--- config.mk ---
export PLATFORM = sky130hd
export DESIGN_NAME = seq_alu_flat
export DESIGN_NICKNAME = d
export VERILOG_FILES = /design/src/rtl/seq_alu_if.sv /design/src/rtl/seq_alu.sv /design/src/flat_wrapper.sv
export SDC_FILE = /design/constraint.sdc
export NUM_CORES = 1
export LEC_CHECK = 0
export ABC_AREA = 1
export CAP_MARGIN = 0
export CORE_UTILIZATION = 33
export CTS_CLUSTER_DIAMETER = 40
export DETAILED_ROUTE_END_ITERATION = 10
export GPL_TIMING_DRIVEN = 0
export MAX_ROUTING_LAYER = met4
export PLACE_DENSITY_LB_ADDON = 0.15
export SYNTH_ARGS = -nofsm -noshare
export SYNTH_HDL_FRONTEND = slang
export SYNTH_SLANG_ARGS = --single-unit
--- constraint.sdc ---
create_clock -name clk -period 3.15 [get_ports clk]
set_input_delay 0.63 -clock clk [delete_from_list [all_inputs] [get_ports clk]]
set_output_delay 0.63 -clock clk [all_outputs]
set_load 0.005 [all_outputs]
--- src/rtl/seq_alu_if.sv ---
// Operand/result bundle between the EX stage and seq_alu.
// The master drives start/control/operands; the slave returns results and status.
interface seq_alu_if #(
   parameter int WIDTH = 16
);
   logic             start;
   logic [3:0]       control;
   logic [WIDTH-1:0] a;
   logic [WIDTH-1:0] b;
   logic [WIDTH-1:0] op1;
   logic [WIDTH-1:0] r15;
   logic             busy;
   logic             done;
   logic             carry;
   logic             div_zero;

   modport master (
      output start, control, a, b,
      input  op1, r15, busy, done, carry, div_zero
   );

   modport slave (
      input  start, control, a, b,
      output op1, r15, busy, done, carry, div_zero
   );
endinterface

--- src/rtl/seq_alu.sv ---
// Clocked ALU: 1-cycle logic/add/sub, WIDTH-cycle shift-add MUL and restoring DIV; busy stalls EX,
// starts while busy are dropped. SEQ_ALU_SIGNED_EN adds MULS (0100) and DIVS (0101).
module seq_alu #(
   parameter int WIDTH = 16
) (
   input  logic        clk,
   input  logic        rst,
   seq_alu_if.slave    bus
);
   localparam int W  = WIDTH;
   localparam int CW = $clog2(WIDTH + 1);

   typedef enum logic [1:0] {S_IDLE, S_MUL, S_DIV} state_t;

   state_t         state_q, state_d;
   logic [CW-1:0]  cnt_q, cnt_d;
   logic [W-1:0]   acc_q, acc_d;   // partial product high half / running remainder
   logic [W-1:0]   mq_q, mq_d;     // multiplier / dividend shifting into quotient
   logic [W-1:0]   dvs_q, dvs_d;   // multiplicand / divisor
   logic [W-1:0]   op1_q, op1_d;
   logic [W-1:0]   r15_q, r15_d;
   logic           carry_q, carry_d;
   logic           div_zero_q, div_zero_d;
   logic           done_q, done_d;
`ifdef SEQ_ALU_SIGNED_EN
   logic           neg_p_q, neg_p_d;
   logic           neg_r_q, neg_r_d;

   function automatic logic [W-1:0] abs_f(input logic [W-1:0] v);
      return v[W-1] ? -v : v;
   endfunction
`endif

   logic [W:0]     add_sum, sub_sum, mul_sum, div_shift;
   logic [2*W-1:0] prod;
   logic [W-1:0]   rem_n, quo_n, s_res, opa, opb;
   logic           div_ge, single, s_carry, go_mul, go_div;

   assign add_sum   = {1'b0, bus.a} + {1'b0, bus.b};
   assign sub_sum   = {1'b0, bus.a} + {1'b0, ~bus.b} + {{W{1'b0}}, 1'b1};
   assign mul_sum   = {1'b0, acc_q} + (mq_q[0] ? {1'b0, dvs_q} : '0);
   assign prod      = {mul_sum, mq_q[W-1:1]};
   assign div_shift = {acc_q, mq_q[W-1]};
   assign div_ge    = (div_shift >= {1'b0, dvs_q});
   assign rem_n     = div_ge ? (div_shift[W-1:0] - dvs_q) : div_shift[W-1:0];
   assign quo_n     = {mq_q[W-2:0], div_ge};

   always_comb begin
      state_d    = state_q;
      cnt_d      = cnt_q;
      acc_d      = acc_q;
      mq_d       = mq_q;
      dvs_d      = dvs_q;
      op1_d      = op1_q;
      r15_d      = r15_q;
      carry_d    = carry_q;
      div_zero_d = div_zero_q;
      done_d     = 1'b0;
      single     = 1'b0;
      s_res      = '0;
      s_carry    = 1'b0;
      go_mul     = 1'b0;
      go_div     = 1'b0;
      opa        = bus.a;
      opb        = bus.b;
`ifdef SEQ_ALU_SIGNED_EN
      neg_p_d    = neg_p_q;
      neg_r_d    = neg_r_q;
`endif
      case (state_q)
         S_IDLE: begin
            if (bus.start) begin
               single = 1'b1;
`ifdef SEQ_ALU_SIGNED_EN
               neg_p_d = 1'b0;
               neg_r_d = 1'b0;
`endif
               case (bus.control)
                  4'b0110:          s_res = bus.a & bus.b;
                  4'b0111:          s_res = bus.a | bus.b;
                  4'b0000, 4'b1000: {s_carry, s_res} = add_sum;
                  4'b0001:          {s_carry, s_res} = sub_sum;
                  4'b0010:          begin single = 1'b0; go_mul = 1'b1; end
                  4'b0011:          begin single = 1'b0; go_div = 1'b1; end
`ifdef SEQ_ALU_SIGNED_EN
                  4'b0100: begin
                     single  = 1'b0;
                     go_mul  = 1'b1;
                     opa     = abs_f(bus.a);
                     opb     = abs_f(bus.b);
                     neg_p_d = bus.a[W-1] ^ bus.b[W-1];
                  end
                  4'b0101: begin
                     single  = 1'b0;
                     go_div  = 1'b1;
                     opa     = abs_f(bus.a);
                     opb     = abs_f(bus.b);
                     neg_p_d = bus.a[W-1] ^ bus.b[W-1];
                     neg_r_d = bus.a[W-1];
                  end
`endif
                  default: ;
               endcase
               if (single) begin
                  op1_d      = s_res;
                  r15_d      = '0;
                  carry_d    = s_carry;
                  div_zero_d = 1'b0;
                  done_d     = 1'b1;
               end
               if (go_div && opb == '0) begin
                  op1_d      = '1;
                  r15_d      = bus.a;
                  carry_d    = 1'b0;
                  div_zero_d = 1'b1;
                  done_d     = 1'b1;
               end else if (go_mul || go_div) begin
                  state_d = go_mul ? S_MUL : S_DIV;
                  cnt_d   = CW'(W);
                  acc_d   = '0;
                  mq_d    = opa;
                  dvs_d   = opb;
               end
            end
         end
         S_MUL: begin
            acc_d = mul_sum[W:1];
            mq_d  = {mul_sum[0], mq_q[W-1:1]};
            cnt_d = cnt_q - CW'(1);
            if (cnt_q == CW'(1)) begin
               state_d      = S_IDLE;
`ifdef SEQ_ALU_SIGNED_EN
               {r15_d, op1_d} = neg_p_q ? -prod : prod;
`else
               {r15_d, op1_d} = prod;
`endif
               carry_d    = 1'b0;
               div_zero_d = 1'b0;
               done_d     = 1'b1;
            end
         end
         S_DIV: begin
            acc_d = rem_n;
            mq_d  = quo_n;
            cnt_d = cnt_q - CW'(1);
            if (cnt_q == CW'(1)) begin
               state_d    = S_IDLE;
`ifdef SEQ_ALU_SIGNED_EN
               op1_d      = neg_p_q ? -quo_n : quo_n;
               r15_d      = neg_r_q ? -rem_n : rem_n;
`else
               op1_d      = quo_n;
               r15_d      = rem_n;
`endif
               carry_d    = 1'b0;
               div_zero_d = 1'b0;
               done_d     = 1'b1;
            end
         end
         default: state_d = S_IDLE;
      endcase
   end

   always_ff @(posedge clk or posedge rst) begin
      if (rst) begin
         state_q    <= S_IDLE;
         cnt_q      <= '0;
         acc_q      <= '0;
         mq_q       <= '0;
         dvs_q      <= '0;
         op1_q      <= '0;
         r15_q      <= '0;
         carry_q    <= 1'b0;
         div_zero_q <= 1'b0;
         done_q     <= 1'b0;
`ifdef SEQ_ALU_SIGNED_EN
         neg_p_q    <= 1'b0;
         neg_r_q    <= 1'b0;
`endif
      end else begin
         state_q    <= state_d;
         cnt_q      <= cnt_d;
         acc_q      <= acc_d;
         mq_q       <= mq_d;
         dvs_q      <= dvs_d;
         op1_q      <= op1_d;
         r15_q      <= r15_d;
         carry_q    <= carry_d;
         div_zero_q <= div_zero_d;
         done_q     <= done_d;
`ifdef SEQ_ALU_SIGNED_EN
         neg_p_q    <= neg_p_d;
         neg_r_q    <= neg_r_d;
`endif
      end
   end

   assign bus.op1      = op1_q;
   assign bus.r15      = r15_q;
   assign bus.busy     = (state_q != S_IDLE);
   assign bus.done     = done_q;
   assign bus.carry    = carry_q;
   assign bus.div_zero = div_zero_q;
endmodule

--- src/flat_wrapper.sv ---
// flat-port wrapper written by rule: the top's interface ports become plain ports
module seq_alu_flat 
#(
   parameter int WIDTH = 16
)
  (clk, rst, bus_start, bus_control, bus_a, bus_b, bus_op1, bus_r15, bus_busy, bus_done, bus_carry, bus_div_zero);
  seq_alu_if #(.WIDTH(WIDTH)) bus_i ();
  input  logic clk;
  input  logic rst;
  input wire logic [$bits(bus_i.start)-1:0] bus_start;
  input wire logic [$bits(bus_i.control)-1:0] bus_control;
  input wire logic [$bits(bus_i.a)-1:0] bus_a;
  input wire logic [$bits(bus_i.b)-1:0] bus_b;
  output wire logic [$bits(bus_i.op1)-1:0] bus_op1;
  output wire logic [$bits(bus_i.r15)-1:0] bus_r15;
  output wire logic [$bits(bus_i.busy)-1:0] bus_busy;
  output wire logic [$bits(bus_i.done)-1:0] bus_done;
  output wire logic [$bits(bus_i.carry)-1:0] bus_carry;
  output wire logic [$bits(bus_i.div_zero)-1:0] bus_div_zero;
  assign bus_i.start = bus_start;
  assign bus_i.control = bus_control;
  assign bus_i.a = bus_a;
  assign bus_i.b = bus_b;
  assign bus_op1 = bus_i.op1;
  assign bus_r15 = bus_i.r15;
  assign bus_busy = bus_i.busy;
  assign bus_done = bus_i.done;
  assign bus_carry = bus_i.carry;
  assign bus_div_zero = bus_i.div_zero;
  seq_alu #(.WIDTH(WIDTH)) u_core (.clk(clk), .rst(rst), .bus(bus_i));
endmodule
==> qor.txt <==
Final nets: 1666
DIE HEIGHT: 171 um
Worst-Skew Late Latency: 360 ps
Sequential power share: 0.253
Crit path max-delay family: buffers and inverters
Layout cell share with drive strength beyond 1: 0.0863
Max VDD drop: 0.297 mV
Gate power share: 0.594
Crit Reg-Reg Endpoint: u_core.bus.r15[14]
Antenna-violating nets left: 0
Critical-path maximum fanout: 9
GRT Util Overall: 0.246
CTS H-tree lvls: 3
CP peak stage delay: 610 ps
Post-synth top area share: 0.240
CP required: 3450 ps
Initial detailed-routing violation count: 553
Worst setup SP type: primary input
CP arrival: 3250 ps
DR DRC count: 0
RSZ-0062 raised after global routing: false
Port-buffer cells: 74
Rows: 61
Hold-fix buffers, CTS: 0
Outcome: finished clean
Clock Tree Root: clkbuf_16
Max Slew Vio Count: 0
CTS tree: done
CORE AREA: 27900 um2
Ys Warns: 0
Clk pwr share: 0.153
Slew HR: 0.534
Yosys cell types: 50
Placed inst area: 10600 um2
Worst setup EP type: flip-flop
Reg2reg start: u_core.state_q[0]
Antenna violations before repair: 0
Worst hold path cell count: 2
Syn nets: 1580
Crit path time final: 2950 ps
Cell mode on critical path: nand2_1
Routed wire length: 33900 um
Final Wtd Congestion: 0.932
Slew @ Worst Pin: 699 ps
Boundary pin count: 75
Metal-1 WL: 15100 um
Syn avg cell area: 6.47 um2
Commonest cells after routing, fill and taps aside: nand2_1, inv_1, nand3_1, dfrtp_1, ha_1
Clock transition at path regs: 70 ps
Synth Flop Type: dfrtp_1
Met3 WL: 1170 um
Cells after Synth: 1450
CTS sink count: 90
FF+latch count, synth: 90
Starting Density: 0.337
Global-route wire length before repair: 52200 um
Fin cells: 1919
Total gr overflow: 0
Final core utilization: 0.393
# setup viols final: 0
Clk_skew: 13.0 ps
Tot Pwr: 7.37 mW
Worst r2r path cells: 8
Final period util: 0.936
Cells after DPL: 1903
Synth area leaders: dfrtp_1, nand2_1, ha_1
CP bufs+invs: 3
Die area: 29100 um2
Total internal power: 3.90 mW
Wirelength per Cell: 17.6 um
Area Growth Syn to Fin: 16.5%
Hold Vio Cnt, Final: 0
Pwr/cell area: 674 nW/um2
Highest routed layer: met4
Vias: 9555
Hpwl dp: 28100 um
Maxcap violations: 0
WL met2: 16400 um
Maximum clock insertion buffer count: 2
Cell taking the most area after synthesis: dfrtp_1
Post-layout instance area: 10900 um2
Slowest CP cell: clkdlybuf4s50_1
Cell area after synthesis: 9390 um2
Number of global-route vias before repair: 9080
Sequential area share after synthesis: 0.240
Commonest non-fill, non-tap cell in the layout: nand2_1
Antenna diode count: 0
Die width: 171 um
CTS-repair resized insts: 0
Highest Clock Rate: 0.339 GHz
FF-to-FF setup slack: 440 ps
Post-CTS Setup Repair Bufs: 0
Worst path cell trace: clkdlybuf4s50_1 > inv_1 > ha_1 > clkbuf_1 > nor2_1 > nand2_1 > nor2_1 > nand2_1 > nand2_1 > a31oi_1 > o21ai_0 > nand2_1 > nand2_1
Number of synthesized flops with an enable pin: 0
Ys async rst share: 1.00
CTS buffer count: 9
DR vias/cell: 4.98
DR pass1 iterations: 8
Critical path class: in2reg
Hold_sp: u_core.bus.op1[4]
Leak Pwr: 5.77 nW
Pin count of the biggest net entering global routing: 70
Hold Path End: u_core.bus.op1[4]
Tightest Hold Check Type: reg2reg
Sw Ratio: 0.471
NetSw: 3.47 mW
[metal layers]
layer / up-vias / global-route usage
li1: 4841 / -
met3: 55 / 0.0229
met5: - / -
met2: 239 / 0.410
met1: 4420 / 0.307
met4: 0 / 0.0952
[logic make-up (layout without fill, tap and decap cells)]
kind of cell               count (synthesis)  in the layout  synth area share
and+or+nand+nor                          705            705             0.340
buffers and inverters                    293            384             0.124
AOI/OAI and AO/OA                        260            260             0.161
adders and majority gates                 91             91             0.124
DFF                                       90             90             0.240
xor gates and xnor gates                  11             11            0.0103
[worst min-delay path: cells and delay by family (launching register included)]
| kind | cells | cell delay, ps |
|---|---|---|
| flops | 1 | 340 |
| simple gates | 2 | 110 |
[stage by stage]
step | hold WS [ps] | setup TNS [ps] | setup slack, ps
after CTS | 483 | 0 | 177
after floorplan | 472 | 0 | 185
after global placement | 468 | -130910 | -1460
after global routing | 496 | 0 | 69.0
after detailed placement | 468 | -1100 | -202
final | 479 | 0 | 202
[power groups by stage]
stage	Clock [mW]	Sequential, mW	Combinational [mW]
global placement	0	1.88	4.32
floorplan	0	1.82	2.81
detailed placement	0	1.88	4.35
finish	1.13	1.87	4.38
global route	1.20	1.91	4.86
CTS	1.15	1.87	4.38
[synth_stat cells (5+ instances only)]
cell,count
nor2_1,79
or2_1,8
clkbuf_1,20
nand2_1,393
a21oi_1,65
o21ai_1,17
nor3_1,7
inv_2,10
nand2_2,18
nand3_2,13
o21ai_2,5
xnor2_1,7
dfrtp_1,90
buf_2,18
ha_1,87
a31oi_1,18
nand4_1,17
nor2_2,7
buf_4,5
o21ai_0,86
a21boi_2,5
a21oi_2,6
o21a_1,6
nand3_1,114
inv_1,231
a21boi_1,9
o21bai_1,5
or2_2,19
o22ai_1,29
nand3b_1,18
[cell type report]
type | instances | area [um2]
fill | 3017 | 16900
multi-input combinational | 1067 | 5970
sequential | 90 | 2250
inverter | 242 | 911
timing repair buffer | 75 | 768
tap | 378 | 473
buffer | 51 | 256
clock buffer | 11 | 243
clock inverter | 5 | 61.3
[worst max path at each step]
| stage | cells after the start | start | end |
|---|---|---|---|
| floorplan | 1 | rst | u_core.acc_q[0] |
| detailed placement | 9 | bus_b[1] | u_core.bus.op1[2] |
| finish | 13 | bus_b[11] | u_core.bus.carry |
| global placement | 2 | rst | u_core.acc_q[1] |
| CTS | 9 | bus_b[1] | u_core.bus.op1[2] |
| global route | 13 | bus_b[11] | u_core.bus.carry |
[sequential cells by signal, indices dropped and copies added, names as in the netlist]
register             count
u_core.bus.done          1
u_core.bus.div_zero      1
u_core.bus.op1          16
u_core.bus.r15          16
u_core.dvs_q            16
u_core.state_q           2
u_core.acc_q            16
u_core.bus.carry         1
u_core.mq_q             16
u_core.cnt_q             5
Power figures use the tool's default switching activity.
